--- src/rtl/receive_engine_pkg.sv ---
// Shared UART definitions: receiver FSM states, frame bit counts and the bit-period width
// that the transmit engine also uses.
package uart_pkg;

  localparam int unsigned BAUD_W = 19;

  localparam logic [3:0] BITS_7 = 4'd7;
  localparam logic [3:0] BITS_8 = 4'd8;

  typedef enum logic [1:0] {
    IDLE,
    START,
    DATA,
    DONE
  } rx_state_t;

  // Number of bits sampled after the start bit: data + optional parity + stop.
  function automatic logic [3:0] frame_bits(input logic eight, input logic pen);
    return (eight ? BITS_8 : BITS_7) + {3'b000, pen} + 4'd1;
  endfunction

endpackage

--- src/rtl/receive_engine_if.sv ---
// Host read port of the UART receive engine: the character, its status flags and the read strobe.
interface receive_engine_if;

  logic       read;
  logic [7:0] rx_data;
  logic       RxRdy;
  logic       PERR;
  logic       FERR;
  logic       OVF;

  modport master (output read, input rx_data, RxRdy, PERR, FERR, OVF);
  modport slave  (input read, output rx_data, RxRdy, PERR, FERR, OVF);

endinterface

--- src/rtl/receive_engine_rx_sync.sv ---
// Two-flop synchronizer for the asynchronous serial line; presets to the idle (high) level.
module rx_sync (
  input  logic clk,
  input  logic reset,
  input  logic d,
  output logic q
);

  logic meta;

  always_ff @(posedge clk or posedge reset) begin
    if (reset) begin
      meta <= 1'b1;
      q    <= 1'b1;
    end else begin
      meta <= d;
      q    <= meta;
    end
  end

endmodule

--- src/rtl/receive_engine.sv ---
// UART receive engine: deserializes rx into a byte, checks parity/stop and flags it to the host.
// Build option RX_START_CHECK_EN: re-check the start bit at mid-bit and drop false starts.
module receive_engine
  import uart_pkg::*;
(
  input  logic              clk,
  input  logic              reset,
  input  logic              rx,
  input  logic              eight,
  input  logic              pen,
  input  logic              ohel,
  input  logic [BAUD_W-1:0] baud_out,
  receive_engine_if.slave   host
);

  localparam logic [BAUD_W-1:0] CNT_ONE = 1;

  logic              rxs;
  logic              rxs_d;
  rx_state_t         state_q, state_d;
  logic [BAUD_W-1:0] cnt_q, cnt_d;
  logic [3:0]        bit_q, bit_d;
  logic [9:0]        shift_q, shift_d;
  logic [3:0]        nbits;
  logic [BAUD_W-1:0] half;
  logic              done;
  logic [7:0]        data_bits;
  logic              par_bit;
  logic              perr;

  rx_sync u_sync (
    .clk   (clk),
    .reset (reset),
    .d     (rx),
    .q     (rxs)
  );

  assign nbits = frame_bits(eight, pen);
  assign half  = baud_out >> 1;

  always_ff @(posedge clk or posedge reset) begin
    if (reset) begin
      state_q <= IDLE;
      cnt_q   <= '0;
      bit_q   <= '0;
      shift_q <= '0;
      rxs_d   <= 1'b1;
    end else begin
      state_q <= state_d;
      cnt_q   <= cnt_d;
      bit_q   <= bit_d;
      shift_q <= shift_d;
      rxs_d   <= rxs;
    end
  end

  always_comb begin
    state_d = state_q;
    cnt_d   = cnt_q;
    bit_d   = bit_q;
    shift_d = shift_q;
    done    = 1'b0;
    unique case (state_q)
      IDLE: begin
        // Registered falling edge: a line stuck low after a framing error never retriggers.
        if (rxs_d && !rxs) begin
          state_d = START;
          cnt_d   = '0;
          bit_d   = '0;
        end
      end
      START: begin
        if (cnt_q == half) begin
          cnt_d = '0;
`ifdef RX_START_CHECK_EN
          state_d = rxs ? IDLE : DATA;
`else
          state_d = DATA;
`endif
        end else begin
          cnt_d = cnt_q + CNT_ONE;
        end
      end
      DATA: begin
        if (cnt_q == baud_out) begin
          cnt_d   = '0;
          shift_d = {rxs, shift_q[9:1]};
          bit_d   = bit_q + 4'd1;
          if (bit_d == nbits) state_d = DONE;
        end else begin
          cnt_d = cnt_q + CNT_ONE;
        end
      end
      DONE: begin
        done    = 1'b1;
        state_d = IDLE;
      end
    endcase
  end

  // The last sampled bit (stop) always sits in shift_q[9]; earlier bits stack below it.
  always_comb begin
    data_bits = '0;
    par_bit   = 1'b0;
    unique case ({eight, pen})
      2'b11: begin data_bits = shift_q[7:0];          par_bit = shift_q[8]; end
      2'b10: begin data_bits = shift_q[8:1];          par_bit = 1'b0;       end
      2'b01: begin data_bits = {1'b0, shift_q[7:1]};  par_bit = shift_q[8]; end
      2'b00: begin data_bits = {1'b0, shift_q[8:2]};  par_bit = 1'b0;       end
    endcase
    perr = pen & (par_bit != ((^data_bits) ^ ohel));
  end

  always_ff @(posedge clk or posedge reset) begin
    if (reset) begin
      host.rx_data <= '0;
      host.RxRdy   <= 1'b0;
      host.PERR    <= 1'b0;
      host.FERR    <= 1'b0;
      host.OVF     <= 1'b0;
    end else if (done) begin
      host.rx_data <= data_bits;
      host.PERR    <= perr;
      host.FERR    <= ~shift_q[9];
      host.RxRdy   <= 1'b1;
      host.OVF     <= host.read ? 1'b0 : (host.OVF | host.RxRdy);
    end else if (host.read) begin
      host.RxRdy <= 1'b0;
      host.OVF   <= 1'b0;
    end
  end

endmodule
--- src/flat_wrapper.sv ---
// flat-port wrapper written by rule: the top's interface ports become plain ports
module receive_engine_flat import uart_pkg::*;
  (clk, reset, rx, eight, pen, ohel, baud_out, host_read, host_rx_data, host_RxRdy, host_PERR, host_FERR, host_OVF);
  receive_engine_if host_i ();
  input  logic clk;
  input  logic reset;
  input  logic rx;
  input  logic eight;
  input  logic pen;
  input  logic ohel;
  input  logic [BAUD_W-1:0] baud_out;
  input wire logic [$bits(host_i.read)-1:0] host_read;
  output wire logic [$bits(host_i.rx_data)-1:0] host_rx_data;
  output wire logic [$bits(host_i.RxRdy)-1:0] host_RxRdy;
  output wire logic [$bits(host_i.PERR)-1:0] host_PERR;
  output wire logic [$bits(host_i.FERR)-1:0] host_FERR;
  output wire logic [$bits(host_i.OVF)-1:0] host_OVF;
  assign host_i.read = host_read;
  assign host_rx_data = host_i.rx_data;
  assign host_RxRdy = host_i.RxRdy;
  assign host_PERR = host_i.PERR;
  assign host_FERR = host_i.FERR;
  assign host_OVF = host_i.OVF;
  receive_engine u_core (.clk(clk), .reset(reset), .rx(rx), .eight(eight), .pen(pen), .ohel(ohel), .baud_out(baud_out), .host(host_i));
endmodule
--- config.mk ---
export PLATFORM = sky130hd
export DESIGN_NAME = receive_engine_flat
export DESIGN_NICKNAME = d
export VERILOG_FILES = /design/src/rtl/receive_engine_pkg.sv /design/src/rtl/receive_engine_if.sv /design/src/rtl/receive_engine_rx_sync.sv /design/src/rtl/receive_engine.sv /design/src/flat_wrapper.sv
export SDC_FILE = /design/constraint.sdc
export NUM_CORES = 1
export LEC_CHECK = 0
export CAP_MARGIN = 5
export CELL_PAD_IN_SITES_DETAIL_PLACEMENT = 1
export CELL_PAD_IN_SITES_GLOBAL_PLACEMENT = 1
export CORE_MARGIN = 8
export CORE_UTILIZATION = 47
export CTS_BUF_LIST = sky130_fd_sc_hd__clkbuf_8 sky130_fd_sc_hd__clkbuf_16
export CTS_CLUSTER_SIZE = 30
export DETAILED_ROUTE_END_ITERATION = 10
export GPL_TIMING_DRIVEN = 0
export PLACE_DENSITY = 0.95
export SLEW_MARGIN = 25
export SYNTH_ARGS = -nofsm -noshare
export SYNTH_HDL_FRONTEND = slang
export SYNTH_SLANG_ARGS = --single-unit
--- constraint.sdc ---
create_clock -name clk -period 3.5 [get_ports clk]
set_input_delay 0.875 -clock clk [delete_from_list [all_inputs] [get_ports clk]]
set_output_delay 0.875 -clock clk [all_outputs]
set_load 0.02 [all_outputs]
==> flow_metrics.env, run 1 <==
export IMPL_grt_pass1_wl_mm=16.44
export IMPL_mostFrequentLayoutCells="dfrtp_1 (47), xnor2_1 (38), clkdlybuf4s50_1 (37), nand2_1 (35), clkbuf_1 (20)"
export IMPL_maxCapViolations=0
export IMPL_period_needed_ns=3.355
export IMPL_synth_compound_area_share_pct=15.69
export IMPL_drive_above_1_share_pct=9.291
export IMPL_place_ws_ns=-0.2084
export IMPL_yosys_area_share_xor_xnor_pct=14.68
export IMPL_p_leak_nw=1.626
export IMPL_slowest_delay_ns=0.70
export IMPL_grt_overflow_total=0
export IMPL_ys_ff_latch=50
export IMPL_grt_use_total_pct=20.45
export IMPL_synth_seq_area_share_pct=37.55
export IMPL_switching_power_uw=739.6
export IMPL_yosysWarnings=0
export IMPL_cts_sinks=50
export IMPL_p_int_mw=1.119
export IMPL_worstHoldEndpoint="u_core.u_sync.q"
export IMPL_wl_per_cell_microns=19.30
export IMPL_cts_max_level=2
export IMPL_io_buffers=37
export IMPL_viasPerCell=5.885
export IMPL_slew_headroom_pct=47.31
export IMPL_status="finished, final reports clean"
export IMPL_clkPwrFrac_pct=20.7
export IMPL_instances_no_fill=505
export IMPL_ys_top_cells_by_area="dfrtp_1 (35%), xnor2_1 (10%), xor2_1 (4.7%)"
export IMPL_syn_area_per_cell_sq_um=9.206
export IMPL_insertedDiodeCount=0
export IMPL_worst_slack_ns=0.1450
export IMPL_seqPwrFrac_pct=37.1
export IMPL_timing_hold_ws_ns=0.3659
export IMPL_synth_top_family_by_area="simple AND/OR/NAND/NOR gates"
export IMPL_dieHeight_microns=100.3
export IMPL_synth_mux_area_share_pct=6.327
export IMPL_synth_edf_count=0
export IMPL_worstPathRequired_ns=3.70
export IMPL_postPlaceCellArea_sq_mm=0.003852
export IMPL_synth_ff_type="dfrtp_1"
export IMPL_synth_async_sr_flop_share_pct=100.0
export IMPL_fin_nets=445
export IMPL_cts_tree="yes"
export IMPL_reg2reg_depth=7
export IMPL_die_x_microns=100.3
export IMPL_syn_to_final_growth_pct=18.53
export IMPL_dp_cells=497
export IMPL_synthAdderAreaFrac_pct=4.118
export IMPL_yosys_area_top_type_share_pct=35.19
export IMPL_clk_latency_ns=0.31
export IMPL_final_area_sq_mm=0.003961
export IMPL_slew_violations=0
export IMPL_grt_max_degree=28
export IMPL_slowest_stage="nor4_1"
export IMPL_drc=0
export IMPL_cp_end_kind="flip-flop"
export IMPL_cp_top_family="simple AND/OR/NAND/NOR gates"
export IMPL_start_util_pct=48.92
export IMPL_crit_type="primary input to flip-flop"
export IMPL_die_area_sq_mm=0.01007
export IMPL_synth_fp_nets=400
export IMPL_combPwrFrac_pct=42.2
export IMPL_drt_pass1_iterations=6
export IMPL_ant_nets=0
export IMPL_hold_class="flip-flop to flip-flop"
export IMPL_r2r_start="u_core.cnt_q[2]"
export IMPL_hold_buffers=0
export IMPL_max_freq_ghz=0.2981
export IMPL_n_fill_cell=793
export IMPL_arrival_ns=3.55
export IMPL_core_sq_mm=0.006832
export IMPL_ioPinCount=38
export IMPL_final_hold_violation_count=0
export IMPL_crit_buf_inv=2
export IMPL_synth_area_sq_mm=0.003342
export IMPL_total_power_mw=1.859
export IMPL_min_from="u_core.u_sync.meta"
export IMPL_ys_types=56
export IMPL_place_congestion=0.9267
export IMPL_swShare_pct=39.79
export IMPL_rsz0062_at_grt="false"
export IMPL_yosys_area_top_type="dfrtp_1"
export IMPL_setup_viol=0
export IMPL_antenna_found_initial=0
export IMPL_synthSimpleGateAreaFrac_pct=16.70
export IMPL_start_kind="primary input"
export IMPL_period_share_pct=95.86
export IMPL_clk_pin_slew_worst_paths_ns=0.10
export IMPL_wirelength_mm=9.744
export IMPL_whs_path_depth=0
export IMPL_drtIter0Drc=81
export IMPL_cts_buffers=5
export IMPL_tightest_slew_ns=0.7831
export IMPL_setup_tns_final_ns=0
export IMPL_peakVddDrop_mv=0.2636
export IMPL_syn_inst=363
export IMPL_p_per_area_mw_per_mm2=469.2
export IMPL_path_cells="clkdlybuf4s50_1 > xnor2_1 > nand4_1 > nor4_1 > nand3_1 > clkbuf_1 > mux2_2"
export IMPL_root_buffer="clkbuf_8"
export IMPL_fin_skew_ns=0.009230
export IMPL_r2r_slack_ns=0.55
export IMPL_clk_path_buf_depth=2
export IMPL_cp_max_fo=10
export IMPL_grt_pass1_vias=3320
export IMPL_num_rows=30
export IMPL_post_route_util_pct=57.99
export IMPL_num_vias=2972
export IMPL_layout_commonest_cell="dfrtp_1"
export IMPL_hpwl_mm=7.542
export IMPL_timing_rr_end="u_core.shift_q[3]"
## final cells by class
cell class	count	area (sq um)	area share (%)
Clock buffer	7	96.34	2.432
Tap cell	96	120.1	3.032
Multi-Input combinational cell	272	1923	48.55
Clock inverter	1	8.758	0.2211
Timing Repair Buffer	38	390.4	9.855
Inverter	16	60.06	1.516
Sequential cell	50	1255	31.68
Buffer	25	107.6	2.716
## metal layers
metal / track usage [%] / up-vias / routed length (microns)
met3: 3.460 / 39 / 399
met5: 0 / - / 0
met2: 37.64 / 100 / 5168
met4: 11.05 / 0 / 405
li1: - / 1365 / -
met1: 21.65 / 1468 / 3771
## Yosys cell counts (2+ instances only)
master	n
dfrtp_1	47
and3_1	3
a21oi_1	19
o211ai_1	6
clkbuf_1	22
ha_1	11
xnor2_1	38
xor2_1	18
a31oi_1	3
mux2i_1	5
nor4_1	2
nand4_1	9
dfstp_2	3
a211oi_1	4
o32ai_1	2
a21o_1	2
inv_1	16
and4_1	2
mux2_2	13
nor3b_1	2
or2_2	2
a22oi_1	3
nand2b_1	4
nor3_1	8
o22ai_1	2
a22o_1	3
nor2_1	13
nor2b_1	7
nand3_1	13
a211o_1	3
o21ai_0	17
nand2_1	35
a221o_1	2
o211a_1	2
## kinds of logic after synthesis
kind of cell,count (synthesis)
muxes,19
buffers and inverters,41
DFF,50
AOI/OAI and AO/OA,78
adders and majority gates,11
and+or+nand+nor,108
xor gates and xnor gates,56
## how the worst max path moves through the flow
stage                            from                end  slack, ns  cells after the start
after floorplan                 eight   u_core.host.PERR       0.74                      9
after detailed placement        eight   u_core.host.PERR      -0.21                     10
final                     baud_out[2]  u_core.shift_q[3]       0.14                      7
after global routing            eight   u_core.host.PERR       0.04                     10
after global placement          eight   u_core.host.PERR      -0.12                     10
after CTS                       eight   u_core.host.PERR       0.10                     10
## repair_timing
item | in CTS | in global routing
resized for setup | 0 | 5
setup endpoints to repair | 0 | 1
setup buffers | 0 | 0
## registers in the layout, indices dropped and copies added, names as in the netlist
name and cells:
u_core.shift_q 10, u_core.host.OVF 1, u_core.state_q 2, u_core.host.FERR 1, u_core.host.rx_data 8, u_core.u_sync.q 1
u_core.host.PERR 1, u_core.host.RxRdy 1, u_core.cnt_q 19, u_core.u_sync.meta 1, u_core.bit_q 4, u_core.rxs_d 1
## power groups by stage
stage	clock network, mW	registers (mW)	logic [mW]
after global placement	0	0.696	0.739
after detailed placement	0	0.702	0.776
after floorplan	0	0.735	0.468
after CTS	0.396	0.690	0.783
final	0.385	0.690	0.784
after global routing	0.413	0.698	0.861
No activity file was read; power rests on OpenSTA's default activity.
==> run 2, diff against run 1 <==
--- a/config.mk
+++ b/config.mk
@@ -5,6 +5,7 @@
 export SDC_FILE = /design/constraint.sdc
 export NUM_CORES = 1
 export LEC_CHECK = 0
+export ABC_AREA = 0
 export CAP_MARGIN = 5
 export CELL_PAD_IN_SITES_DETAIL_PLACEMENT = 1
 export CELL_PAD_IN_SITES_GLOBAL_PLACEMENT = 1
==> results of run 2 <==
No change in the layout: final DEF, timing and power equal those of run 1.
==> run 3, diff against run 2 <==
--- a/config.mk
+++ b/config.mk
@@ -19,4 +19,5 @@
 export SLEW_MARGIN = 25
 export SYNTH_ARGS = -nofsm -noshare
 export SYNTH_HDL_FRONTEND = slang
+export SYNTH_HIERARCHICAL = 1
 export SYNTH_SLANG_ARGS = --single-unit
==> run 3 against run 2 <==
  * Clock power grew 3%
  * Hold slack hardly changed
  * Design area increased by 2.4%
  * Synthesized cell count increased by 3.3%
  * Combinational power up 30%
  * Cell count grew 2.8%
  * Die area increased by 2.6%
  * Non-clock buffer count decreased by 2
  * First-iteration DRC count rose by 41%
  * Fmax up 2.9%
  * Register-to-register slack better by 0.32 ns
  * Largest power group unchanged
==> flow_metrics.env, run 3 <==
export IMPL_status="finished, final reports clean"
export IMPL_maxCapViolations=0
export IMPL_reg_top3="u_core/cnt_q: 19 flops, u_core/shift_q: 10 flops, u_core/host.rx_data: 8 flops"
export IMPL_tightest_slew_ns=0.6124
export IMPL_yosysWarnings=6
export IMPL_layout_commonest_cell="dfrtp_1"
export IMPL_cts_resized_gates=0
export IMPL_syn_area_per_cell_sq_um=9.185
export IMPL_yosys_area_top_type_share_pct=34.14
export IMPL_start_util_pct=48.00
export IMPL_cts_tree="yes"
export IMPL_clk_path_buf_depth=2
export IMPL_ys_top_cells_by_area="dfrtp_1 (34%), xor2_1 (9.2%), ha_1 (4.4%)"
export IMPL_grt_pass1_vias=3259
export IMPL_synth_edf_count=0
export IMPL_yosys_area_top_type="dfrtp_1"
export IMPL_die_x_microns=101.6
export IMPL_num_rows=31
export IMPL_ioPinCount=38
export IMPL_drc=0
export IMPL_grt_pass1_wl_mm=15.81
export IMPL_slew_violations=0
export IMPL_syn_inst=375
export IMPL_cp_max_fo=9
export IMPL_start_kind="primary input"
export IMPL_period_needed_ns=3.259
export IMPL_yosysMostFrequentCell="dfrtp_1"
export IMPL_slew_headroom_pct=59.17
export IMPL_die_area_sq_mm=0.01032
export IMPL_syn_to_final_growth_pct=17.73
export IMPL_drive_above_1_share_pct=10.71
export IMPL_synthTopCellsByCount="dfrtp_1 (47), xor2_1 (36), nand2_1 (35)"
export IMPL_hold_class="flip-flop to flip-flop"
export IMPL_antenna_found_initial=0
export IMPL_mostFrequentLayoutCells="dfrtp_1 (47), clkdlybuf4s50_1 (37), xor2_1 (36), nand2_1 (35), o21ai_0 (25)"
export IMPL_cp_end_kind="flip-flop"
export IMPL_hpwl_mm=7.221
export IMPL_ys_types=55
export IMPL_synth_area_sq_mm=0.003445
export IMPL_peakVddDrop_mv=0.2892
export IMPL_grt_use_total_pct=19.20
export IMPL_insertedDiodeCount=0
export IMPL_period_share_pct=93.12
export IMPL_fin_nets=457
export IMPL_synth_fp_nets=413
export IMPL_final_hold_violation_count=0
export IMPL_crit_type="primary input to flip-flop"
export IMPL_hold_buffers=0
export IMPL_place_congestion=0.9227
export IMPL_p_per_area_mw_per_mm2=526.1
export IMPL_cts_buffers=5
export IMPL_viasPerCell=5.873
export IMPL_synth_async_sr_flop_share_pct=100.0
export IMPL_wirelength_mm=9.662
export IMPL_drt_pass1_iterations=4
export IMPL_final_area_sq_mm=0.004055
export IMPL_synth_ff_type="dfrtp_1"
export IMPL_clk_pin_slew_worst_paths_ns=0.09
export IMPL_setup_tns_final_ns=0
export IMPL_postPlaceCellArea_sq_mm=0.003941
export IMPL_max_freq_ghz=0.3068
export IMPL_core_sq_mm=0.007176
export IMPL_cts_sinks=50
export IMPL_wl_per_cell_microns=18.62
export IMPL_fin_skew_ns=0.007196
export IMPL_dieHeight_microns=101.6
export IMPL_worstPathRequired_ns=3.73
export IMPL_r2r_slack_ns=0.87
export IMPL_root_buffer="clkbuf_8"
export IMPL_grt_max_degree=49
export IMPL_setup_viol=0
export IMPL_io_buffers=37
export IMPL_num_vias=3048
export IMPL_arrival_ns=3.49
export IMPL_timing_hold_ws_ns=0.3656
export IMPL_grt_overflow_total=0
export IMPL_drtIter0Drc=114
export IMPL_ys_ff_latch=50
export IMPL_largest_reg_flops=19
export IMPL_p_leak_nw=1.845
export IMPL_top_register="u_core/cnt_q"
export IMPL_rsz0062_at_grt="false"
export IMPL_cts_max_level=2
export IMPL_ant_nets=0
export IMPL_synth_seq_area_share_pct=36.43
export IMPL_clk_latency_ns=0.31
export IMPL_postCtsSetupBuffers=0
==> run 3: cell families (layout without fill, tap and decap cells) <==
logic type | count (synthesis) | after routing | share of synthesized area [%]
AOI/OAI and AO/OA | 95 | 95 | 19.47
xor gates and xnor gates | 43 | 43 | 10.93
adders and majority gates | 12 | 12 | 4.359
buffers and inverters | 43 | 88 | 5.448
DFF | 50 | 50 | 36.43
muxes | 20 | 20 | 6.284
and+or+nand+nor | 112 | 112 | 17.07
==> run 3: path summary, 6_finish.rpt <==
check	startpoint	to	cells past startpoint
min in group asynchronous	reset	u_core/u_sync/meta	2
max in group asynchronous	reset	u_core/cnt_q[9]	2
worst min-delay path	u_core/u_sync/meta	u_core/u_sync/q	0
worst min register to register	u_core/u_sync/meta	u_core/u_sync/q	0
worst max-delay path	pen	u_core/host.PERR	11
worst max register to register	u_core/cnt_q[7]	u_core/cnt_q[4]	9
==> run 3: area by class of cell <==
cell class,instances,area (sq um)
Clock buffer,5,68.82
Tap cell,99,123.9
Sequential cell,50,1255
Clock inverter,3,37.54
Inverter,19,73.82
Multi-Input combinational cell,282,2009
Fill cell,864,3120
Buffer,24,116.4
Timing Repair Buffer,37,370.4
==> run 3: metrics by stage <==
step           util (%)  total power, mW  setup WS [ns]  instances
2_1_floorplan         -            1.387         0.7888        375
3_3_place_gp      54.89            1.659       -0.02785        511
3_5_place_dp      54.93            1.726        -0.1632        511
4_1_cts           56.41            2.138         0.1351        519
5_1_grt           56.51            2.250        0.08986        519
6_report          56.51            2.133         0.2408        519
==> run 3: metal layers <==
layer	GRT usage [%]	vias to the layer above	wire (microns)
li1	-	1409	-
met1	22.27	1519	4088
met2	33.80	95	4841
met3	3.299	25	453
met4	8.247	0	279
met5	0	-	0
==> run 3: critical path, stage by stage <==
cell and delay [ns]:
clkdlybuf4s50_1 0.56, inv_1 0.10, ha_2 0.25, or2_1 0.24
clkbuf_1 0.19, a22oi_1 0.20, o21ai_1 0.12, or3_1 0.43
a21o_1 0.20, and2_1 0.15, o221ai_1 0.16
==> run 3: power breakdown <==
part	switching, mW	internal, mW	total, mW
registers	0.0686	0.648	0.717
logic	0.623	0.396	1.02
clock network	0.190	0.208	0.398
total	0.881	1.25	2.13
